$ cat src/rtl/vga_sync_receiver.sv
// Recovers VGA timing from an incoming HSYNC/VSYNC pair: measures line/frame geometry,
// locks once consecutive frames agree, then reconstructs active-area pixel coordinates.
module vga_sync_receiver #(
  parameter int HSYNC_BITS       = 11,
  parameter int VSYNC_BITS       = 11,
  parameter int HD               = 1280,
  parameter int HR               = 112,
  parameter int HB               = 248,
  parameter int VD               = 1024,
  parameter int VR               = 3,
  parameter int VB               = 38,
  parameter int LOCK_FRAMES      = 2,
  parameter int SYNC_ACTIVE_HIGH = 1
) (
  input  logic                  clk,
  input  logic                  arstn,
  input  logic                  hs_i,
  input  logic                  vs_i,
  output logic                  locked,
  output logic                  pixel_valid,
  output logic [HSYNC_BITS-1:0] x,
  output logic [VSYNC_BITS-1:0] y,
  output logic                  frame_start,
  output logic [HSYNC_BITS-1:0] line_len,
  output logic [HSYNC_BITS-1:0] hs_width,
  output logic [VSYNC_BITS-1:0] frame_lines,
  output logic [VSYNC_BITS-1:0] vs_width,
  output logic                  timing_err
);

  localparam logic [HSYNC_BITS-1:0] H_MAX = {HSYNC_BITS{1'b1}};
  localparam logic [HSYNC_BITS-1:0] H_ONE = HSYNC_BITS'(1);
  localparam logic [HSYNC_BITS-1:0] H_OFF = HSYNC_BITS'(HR + HB);
  localparam logic [HSYNC_BITS:0]   H_LO  = (HSYNC_BITS+1)'(HR + HB);
  localparam logic [HSYNC_BITS:0]   H_HI  = (HSYNC_BITS+1)'(HR + HB + HD);
  localparam logic [VSYNC_BITS-1:0] V_MAX = {VSYNC_BITS{1'b1}};
  localparam logic [VSYNC_BITS-1:0] V_ONE = VSYNC_BITS'(1);
  localparam logic [VSYNC_BITS-1:0] V_OFF = VSYNC_BITS'(VR + VB);
  localparam logic [VSYNC_BITS:0]   V_LO  = (VSYNC_BITS+1)'(VR + VB);
  localparam logic [VSYNC_BITS:0]   V_HI  = (VSYNC_BITS+1)'(VR + VB + VD);
  localparam logic [7:0]            LOCK_N = 8'(LOCK_FRAMES);
  localparam int                    SNAP_W = 2*HSYNC_BITS + 2*VSYNC_BITS;

  logic                  hs_norm, vs_norm;
  logic [2:0]            hs_sync;
  logic [1:0]            vs_sync;
  logic [HSYNC_BITS-1:0] h_cnt, h_inc, new_line_len;
  logic [VSYNC_BITS-1:0] v_cnt, v_inc;
  logic                  vs_prev, have_line, frame_bad;
  logic [1:0]            hist_cnt;
  logic [7:0]            match_cnt;
  logic [SNAP_W-1:0]     snap, snap_now;
  logic                  hs_rise, hs_fall, vs_now, h_sat, v_sat;
  logic                  line_err, h_sat_err, v_sat_err, fs, vs_end, qualify;
  logic                  h_in, v_in;

  // Flops hold the normalized level so reset (0) always means "outside the pulse".
  assign hs_norm = (SYNC_ACTIVE_HIGH != 0) ? hs_i : ~hs_i;
  assign vs_norm = (SYNC_ACTIVE_HIGH != 0) ? vs_i : ~vs_i;

  always_ff @(posedge clk or negedge arstn) begin
    if (!arstn) begin
      hs_sync <= '0;
      vs_sync <= '0;
    end else begin
      hs_sync <= {hs_sync[1:0], hs_norm};
      vs_sync <= {vs_sync[0], vs_norm};
    end
  end

  assign hs_rise   = hs_sync[1] & ~hs_sync[2];
  assign hs_fall   = ~hs_sync[1] & hs_sync[2];
  assign vs_now    = vs_sync[1];
  assign h_sat     = (h_cnt == H_MAX);
  assign v_sat     = (v_cnt == V_MAX);
  assign h_inc     = h_cnt + H_ONE;
  assign v_inc     = v_cnt + V_ONE;
  assign fs        = hs_rise && vs_now && !vs_prev;
  assign vs_end    = hs_rise && !vs_now && vs_prev;
  assign line_err  = hs_rise && !h_sat && have_line && (h_inc != line_len);
  assign h_sat_err = !hs_rise && (h_cnt == H_MAX - H_ONE);
  assign v_sat_err = hs_rise && !fs && (v_cnt == V_MAX - V_ONE);

  // Snapshot compares the values this frame start is about to register.
  assign new_line_len = h_sat ? line_len : h_inc;
  assign snap_now     = {new_line_len, hs_width, v_inc, vs_width};
  assign qualify      = fs && (hist_cnt == 2'd2) && !frame_bad && !line_err && (snap_now == snap);

  assign h_in = ({1'b0, h_cnt} >= H_LO) && ({1'b0, h_cnt} < H_HI);
  assign v_in = ({1'b0, v_cnt} >= V_LO) && ({1'b0, v_cnt} < V_HI);

  always_ff @(posedge clk or negedge arstn) begin
    if (!arstn) begin
      h_cnt       <= '0;
      v_cnt       <= '0;
      vs_prev     <= 1'b0;
      have_line   <= 1'b0;
      frame_bad   <= 1'b0;
      hist_cnt    <= '0;
      match_cnt   <= '0;
      snap        <= '0;
      locked      <= 1'b0;
      pixel_valid <= 1'b0;
      x           <= '0;
      y           <= '0;
      frame_start <= 1'b0;
      line_len    <= '0;
      hs_width    <= '0;
      frame_lines <= '0;
      vs_width    <= '0;
      timing_err  <= 1'b0;
    end else begin
      frame_start <= fs;
      timing_err  <= line_err | h_sat_err | v_sat_err;

      if (hs_rise)     h_cnt <= '0;
      else if (!h_sat) h_cnt <= h_inc;
      if (hs_fall) hs_width <= h_inc;
      if (hs_rise && !h_sat) begin
        line_len  <= h_inc;
        have_line <= 1'b1;
      end

      if (hs_rise) begin
        vs_prev <= vs_now;
        if (fs) begin
          frame_lines <= v_inc;
          v_cnt       <= '0;
        end else begin
          if (vs_end) vs_width <= v_inc;
          if (!v_sat) v_cnt <= v_inc;
        end
      end

      if (fs) begin
        frame_bad <= 1'b0;
        snap      <= snap_now;
        if (hist_cnt != 2'd2) hist_cnt <= hist_cnt + 2'd1;
        if (!qualify)                match_cnt <= '0;
        else if (match_cnt != LOCK_N) match_cnt <= match_cnt + 8'd1;
      end else if (line_err) begin
        frame_bad <= 1'b1;
      end

      // A fault registered last cycle drops lock and overrides any frame-start count.
      if (timing_err) begin
        locked    <= 1'b0;
        match_cnt <= '0;
      end else if (match_cnt == LOCK_N) begin
        locked <= 1'b1;
      end

      x           <= h_cnt - H_OFF;
      y           <= v_cnt - V_OFF;
      pixel_valid <= locked && h_in && v_in;
    end
  end

endmodule

$ cat config.mk
export PLATFORM = sky130hd
export DESIGN_NAME = vga_sync_receiver
export DESIGN_NICKNAME = d
export VERILOG_FILES = /design/src/rtl/vga_sync_receiver.sv
export SDC_FILE = /design/constraint.sdc
export NUM_CORES = 1
export LEC_CHECK = 0
export BUFFER_PORTS_ARGS = -buffer_cell sky130_fd_sc_hd__buf_2
export CORE_UTILIZATION = 40
export CTS_BUF_LIST = sky130_fd_sc_hd__clkbuf_8
export DETAILED_ROUTE_END_ITERATION = 8
export PLACE_DENSITY = 0.66
export SYNTH_ARGS = -nofsm -noshare
export SYNTH_HDL_FRONTEND = slang
export SYNTH_SLANG_ARGS = --single-unit
$ cat constraint.sdc
create_clock -name clk -period 2.9 [get_ports clk]
set_clock_uncertainty 0.15 [all_clocks]
set_input_delay 0.58 -clock clk [delete_from_list [all_inputs] [get_ports clk]]
set_output_delay 0.58 -clock clk [all_outputs]
set_load 0.02 [all_outputs]
==> impl_metrics.csv, run 1 <==
group,metric,value,unit
worst_setup_path,critPathSlowestCell,"a2111o_1",
worst_setup_path,start_kind,"flip-flop",
timing,fmax,356,MHz
yosys,synthXorXnorAreaFrac,9.84,%
placement,dp_slack,-0.148,ns
pwr,peakVddDrop,0.315,mV
yosys,syn_avg_cell_area,9.53,um2
floorplan,fp.dieW,141,um
yosys,synth_edf_count,0,
route,vias_per_cell,5.18,
yosys,synthCells,810,
layout,area_growth,24.3,%
route,drcViolationCount,0,
yosys,ys_ff_latch,154,
route,wl_per_cell,17.0,um
clocking,clock_path_buffers,2,
yosys,ys_seq_area_share,49.9,%
global_route,grt_max_degree,103,
worst_hold_path,whs_path_depth,1,
global_route,antenna_found_initial,0,
placement,gp_congestion,0.903,
yosys,ys_warn_count,0,
worst_setup_path,endpoint_kind,"flip-flop",
timing,drv_slew,0,
timing,post-route-period-util,96.8,%
worst_setup_path,critPathMaxStageDelay,0.45,ns
clocking,root_buffer,"clkbuf_8",
yosys,muxShareOfSynthArea,1.12,%
layout,drive_gt1_share,26.0,%
floorplan,fp.coreArea,0.0188,mm2
timing,hold_viol_final,0,
clocking,cts_buffers,17,
worst_setup_path,worst-setup-path-type,"flip-flop to flip-flop",
clocking,clk_latency,0.48,ns
timing,finalCriticalPeriod,2.81,ns
yosys,synth_compound_area_share,13.1,%
timing,rsz0062_at_grt,"true",
yosys,synth_cell_types,63,
layout,final_common_cell,"dfrtp_1",
worst_hold_path,min-delay-start,"vs_i",
placement,numPortBuffers,73,
timing,slew_headroom,45.8,%
placement,dpl.cell_count,1174,
worst_hold_path,hp-class,"primary input to flip-flop",
route,via_count,6327,
global_route,first_global_vias,5991,
clocking,h-tree-depth,4,
yosys,synth_area,0.00772,mm2
worst_setup_path,crit_chain,"nor2b_1 > nand3b_1 > nor4_1 > o2111ai_1 > a2111o_1 > nor4_4 > buf_6 > a32oi_1 > a21oi_1",
global_route,grt-ovfl-total,0,
worst_setup_path,r2r-end,"match_cnt[2]$_DFFE_PN0P_",
worst_setup_path,rr_startpoint,"hs_sync[1]$_DFF_PN0_",
worst_setup_path,worstPathArrival,3.06,ns
layout,antenna_cells,0,
layout,finalInstanceArea,0.00959,mm2
route,routed_wl,20.8,mm
clocking,cts.clk_slew.worst_paths,0.10,ns
layout,finalNonFillerCells,1222,
worst_setup_path,cp_max_fo,5,
timing,worst_slew_pin_slew,0.813,ns
pwr,power,7.13,mW
timing,setup_viol_count_final,0,
placement,dp_hpwl,14.5,mm
worst_hold_path,min_to,"vs_sync[0]$_DFF_PN0_",
global_route,grt_pass1_wl,33.0,mm
floorplan,dieArea,0.0199,mm2
layout,final_nets,966,
yosys,synth_adder_area_share,2.11,%
pwr,leakage,4.35,nW
route,first_pass_iters,5,
pwr,power_density,743,mW/mm2
worst_setup_path,rrSetupSlack,0.09,ns
global_route,track_usage,21.8,%
route,antenna_left,0,
timing,setup_ws,0.0936,ns
layout,layout_common_cells,"149 x dfrtp_1, 138 x nand2_1, 84 x buf_4, 74 x buf_2, 69 x nor2_1",
floorplan,io_pins,74,
floorplan,start_util,41.0,%
yosys,synth-simple-area-share,20.4,%
placement,dpl_cell_area,0.00883,mm2
floorplan,fp-row-count,50,
clocking,numClockSinks,154,
yosys,syn_nets,827,
route,drtIter0Drc,505,
floorplan,die_y,141,um
run,drv_cap,0,
yosys,ys.flop_type,"dfrtp_1",
yosys,async_flop_share,100,%
worst_setup_path,reg2reg_depth,9,
worst_setup_path,cp.required,3.15,ns
clocking,cts_tree,"built",
yosys,synth_top_family_by_area,"simple AND/OR/NAND/NOR gates",
status,outcome,"complete, no violations",
[per-stage QoR]
stage | hold WS [ns] | TNS [ns] | utilization [%]
finish | 0.0443 | 0 | 50.9
global route | 0.0281 | -0.0709 | 50.9
CTS | 0.0184 | 0 | 49.1
detailed placement | 0.197 | -0.692 | 46.9
global placement | 0.183 | -0.112 | 46.9
floorplan | 0.134 | 0 | -
[power by group]
part	switching, mW	internal (mW)	leakage (nW)
combinational	1.41	1.09	2.22
clock	0.902	0.746	0.196
sequential	0.394	2.59	1.94
[synth_stat cells, drive strengths merged (4+ instances only)]
library cell / count / share of area, %
nor3: 11 / 1.0
nand2: 140 / 6.8
a21o: 4 / 0.39
a21oi: 45 / 2.9
o21ai: 48 / 3.1
and3: 6 / 0.49
nor2b: 4 / 0.32
inv: 20 / 0.97
a31oi: 6 / 0.49
nand4: 15 / 1.5
nor3b: 4 / 0.39
a2111oi: 4 / 0.45
buf: 15 / 0.92
mux2: 5 / 0.73
nor4: 16 / 1.5
a211oi: 4 / 0.45
nand2b: 13 / 1.1
and4: 5 / 0.57
clkbuf: 33 / 1.6
o311ai: 4 / 0.45
dfrtp: 154 / 50
xor2: 35 / 4.0
xnor2: 44 / 5.0
nor2: 69 / 3.4
o31ai: 8 / 0.78
or4: 5 / 0.49
o211ai: 8 / 0.78
o21a: 8 / 0.78
nand3: 19 / 1.3
ha: 13 / 2.1
[area by class of cell]
| class | count | area [um2] |
|---|---|---|
| clock buffers | 19 | 262 |
| clock inverters | 13 | 131 |
| fillers | 1726 | 9240 |
| inverters | 20 | 75.1 |
| multi-input cells | 588 | 3820 |
| flip-flops and latches | 154 | 3860 |
| well taps | 260 | 325 |
| repair buffers | 168 | 1120 |
[flip-flops by register name, indices dropped and copies added, names as in the netlist, 2 cells and up]
name,cells
frame_lines,11
line_len,11
x,11
vs_sync,2
h_cnt,11
hs_width,11
snap,44
vs_width,11
hist_cnt,2
y,11
match_cnt,8
hs_sync,3
v_cnt,11
[critical path, delay by kind of cell, from the launching register on]
| family | cells | cell delay, ns |
|---|---|---|
| and+or+nand+nor | 4 | 1.14 |
| AOI/OAI and AO/OA | 4 | 0.87 |
| DFF | 1 | 0.40 |
| buffers and inverters | 1 | 0.17 |
[worst max-delay path by stage]
stage | startpoint | to | slack (ns)
floorplan | h_cnt[0]$_DFFE_PN0P_ | match_cnt[2]$_DFFE_PN0P_ | 0.05
finish | hs_sync[1]$_DFF_PN0_ | match_cnt[2]$_DFFE_PN0P_ | 0.09
global placement | h_cnt[0]$_DFFE_PN0P_ | match_cnt[2]$_DFFE_PN0P_ | -0.06
global route | h_cnt[3]$_DFFE_PN0P_ | match_cnt[6]$_DFFE_PN0P_ | -0.04
CTS | v_cnt[1]$_DFFE_PN0P_ | match_cnt[2]$_DFFE_PN0P_ | 0.007
detailed placement | h_cnt[0]$_DFFE_PN0P_ | match_cnt[2]$_DFFE_PN0P_ | -0.15
[timing repair]
| item | 4_1_cts | 5_1_grt |
|---|---|---|
| gates resized for setup | 4 | 51 |
| buffers inserted | 0 | 13 |
| endpoints found under the hold margin | 27 | 0 |
| cloned | 0 | 2 |
| endpoints found under the setup margin | 8 | 9 |
| pin swaps | 1 | 14 |
| hold buffers | 1 | 0 |
[metal layers]
metal  track usage (%)  up-vias  share of wire, %
met5                 0        -                 0
met4              7.15        0               1.5
met3              4.72       25               4.5
met2              33.0      144                46
met1              31.2     3080                48
li1                  -     3078                 -
[logic make-up after synthesis]
logic type / after synthesis
compound gates: 161
buf+inv: 68
flops: 154
xor+xnor: 82
fa+ha+maj: 13
simple gates: 324
mux: 8
(Power assumes the default switching activity.)
==> run 2: changes to the inputs <==
--- a/config.mk
+++ b/config.mk
@@ -6,10 +6,11 @@
 export NUM_CORES = 1
 export LEC_CHECK = 0
 export BUFFER_PORTS_ARGS = -buffer_cell sky130_fd_sc_hd__buf_2
-export CORE_UTILIZATION = 40
+export CORE_UTILIZATION = 52
 export CTS_BUF_LIST = sky130_fd_sc_hd__clkbuf_8
 export DETAILED_ROUTE_END_ITERATION = 8
-export PLACE_DENSITY = 0.66
+export PLACE_DENSITY = 0.8
+export RECOVER_POWER = 50
 export SYNTH_ARGS = -nofsm -noshare
 export SYNTH_HDL_FRONTEND = slang
 export SYNTH_SLANG_ARGS = --single-unit
==> impl_metrics.csv, run 2 (same netlist as run 1, synthesis figures left out) <==
group,metric,value,unit
pwr,power.internal,4.25,mW
timing,finalCriticalPeriod,2.83,ns
pwr,power,6.87,mW
worst_setup_path,cp_max_fo,10,
worst_setup_path,path_buf_inv,3,
worst_setup_path,worstPathArrival,3.08,ns
clocking,cts_buffers,17,
layout,fillerInstances,1219,
global_route,first_global_vias,6064,
pwr,swShare,38.2,%
floorplan,dieArea,0.0153,mm2
clocking,root_buffer,"clkbuf_8",
pwr,clockPowerShare,23.0,%
worst_setup_path,cp.required,3.15,ns
layout,top_register,"snap",
layout,final_common_cell,"dfrtp_1",
layout,layout_common_cells,"151 x dfrtp_1, 139 x nand2_1, 77 x buf_4, 72 x buf_2, 69 x nor2_1",
route,vias_per_cell,5.76,
pwr,p_sw,2.62,mW
timing,final.setup.tns,0,ns
global_route,grt_pass1_wl,31.4,mm
route,via_count,6521,
timing,worst_slew_pin_slew,0.788,ns
placement,numPortBuffers,73,
global_route,grt.busiest_layer,"met2",
worst_setup_path,critPathMaxStageDelay,0.41,ns
worst_setup_path,crit_chain,"buf_6 > clkinvlp_4 > ha_1 > xnor2_1 > nand4_1 > a2111oi_2 > nand4_1 > a31oi_1 > buf_4 > a32oi_1 > a21oi_1",
worst_setup_path,worst-setup-path-type,"flip-flop to flip-flop",
placement,dpl_cell_area,0.00870,mm2
global_route,grtUsageMet3,6.09,%
status,outcome,"complete, no violations",
timing,setup_viol_count_final,0,
worst_setup_path,cp_common_cell,"nand4_1",
timing,drv_slew,0,
floorplan,fp.dieW,124,um
layout,drive_gt1_share,23.5,%
route,routed_wl,20.2,mm
global_route,met2_usage,42.7,%
route,wl_per_cell,17.8,um
global_route,track_usage,27.7,%
layout,finalInstanceArea,0.00924,mm2
floorplan,start_util,53.1,%
layout,largest_reg_flops,44,
placement,dp_hpwl,14.3,mm
timing,fmax,353,MHz
clocking,h-tree-depth,4,
clocking,clock_path_buffers,2,
timing,rsz0062_at_grt,"true",
worst_setup_path,critPathSlowestCell,"dfrtp_1",
worst_setup_path,start_kind,"flip-flop",
route,first_pass_iters,5,
route,drcViolationCount,0,
pwr,leakage,4.26,nW
clocking,cts_tree,"built",
global_route,grt-ovfl-total,0,
clocking,cts.clk_slew.worst_paths,0.09,ns
pwr,pwr-share-seq,43.3,%
pwr,peakVddDrop,0.338,mV
layout,final_nets,953,
pwr,power_frac_comb,33.7,%
clocking,clk_latency,0.47,ns
placement,gp_congestion,0.991,
clocking,numClockSinks,154,
route,drtIter0Drc,593,
floorplan,die_y,124,um
worst_hold_path,hp-class,"primary input to flip-flop",
floorplan,fp.coreArea,0.0145,mm2
floorplan,fp-row-count,44,
worst_setup_path,cp_top_family,"compound AO/OA/AOI/OAI gates",
layout,antenna_cells,0,
timing,hold_viol_final,0,
timing,slew_headroom,47.5,%
route,antenna_left,0,
timing,holdWs,0.0619,ns
timing,post-route-period-util,97.6,%
worst_setup_path,endpoint_kind,"flip-flop",
global_route,grt_max_degree,78,
global_route,antenna_found_initial,0,
run,drv_cap,0,
pwr,power_density,743,mW/mm2
worst_setup_path,rrSetupSlack,0.07,ns
timing,setup_ws,0.0696,ns
floorplan,io_pins,74,
global_route,gr-usage-met1,38.2,%
placement,dp_slack,-0.0471,ns
layout,area_growth,19.8,%
[run 2: layout make-up]
class                      instances  area, um2  share of cell area (%)
sequential                       154       3860                    41.7
multi-input combinational        588       3680                    39.8
timing repair buffer             155       1020                    11.1
clock buffer                      17        234                    2.53
tap                              184        230                    2.49
clock inverter                    15        143                    1.54
inverter                          20       78.8                   0.853
[run 2: routing by layer]
| layer | share of wire, % | vias up |
|---|---|---|
| met5 | 0 | - |
| met4 | 2.1 | 0 |
| met3 | 5.7 | 40 |
| met2 | 47 | 206 |
| met1 | 46 | 3220 |
| li1 | - | 3055 |
[run 2: final timing paths]
kind,cells after the start,endpoint,from
worst min register to register,0,hs_sync[1]$_DFF_PN0_,hs_sync[0]$_DFF_PN0_
worst max-delay path,11,match_cnt[2]$_DFFE_PN0P_,h_cnt[0]$_DFFE_PN0P_
min in group asynchronous,2,snap[8]$_DFFE_PN0P_,arstn
worst min-delay path,1,hs_sync[0]$_DFF_PN0_,hs_i
max in group asynchronous,3,h_cnt[9]$_DFFE_PN0P_,arstn
worst max register to register,11,match_cnt[2]$_DFFE_PN0P_,h_cnt[0]$_DFFE_PN0P_
[run 2: what timing repair did]
action / CTS / global route
setup buffers: 2 / 6
gates cloned: 0 / 0
hold buffers: 1 / 0
resized for setup: 1 / 25
setup endpoints to repair: 3 / 9
endpoints found under the hold margin: 65 / 0
pin swaps: 1 / 9
[run 2: power by group through the flow]
stage / Combinational (mW) / Clock, mW / Sequential (mW)
6_report: 2.32 / 1.58 / 2.97
5_1_grt: 2.53 / 1.71 / 3.03
4_1_cts: 2.23 / 1.61 / 2.95
2_1_floorplan: 1.09 / 0 / 3.20
3_5_place_dp: 2.21 / 0 / 2.99
3_3_place_gp: 2.17 / 0 / 2.98
[run 2: per-stage QoR]
| stage | utilization, % | cells |
|---|---|---|
| final | 63.6 | 1133 |
| after global routing | 63.6 | 1133 |
| after CTS | 62.6 | 1127 |
| after detailed placement | 59.9 | 1092 |
| after global placement | 59.9 | 1092 |
| after floorplan | - | 810 |
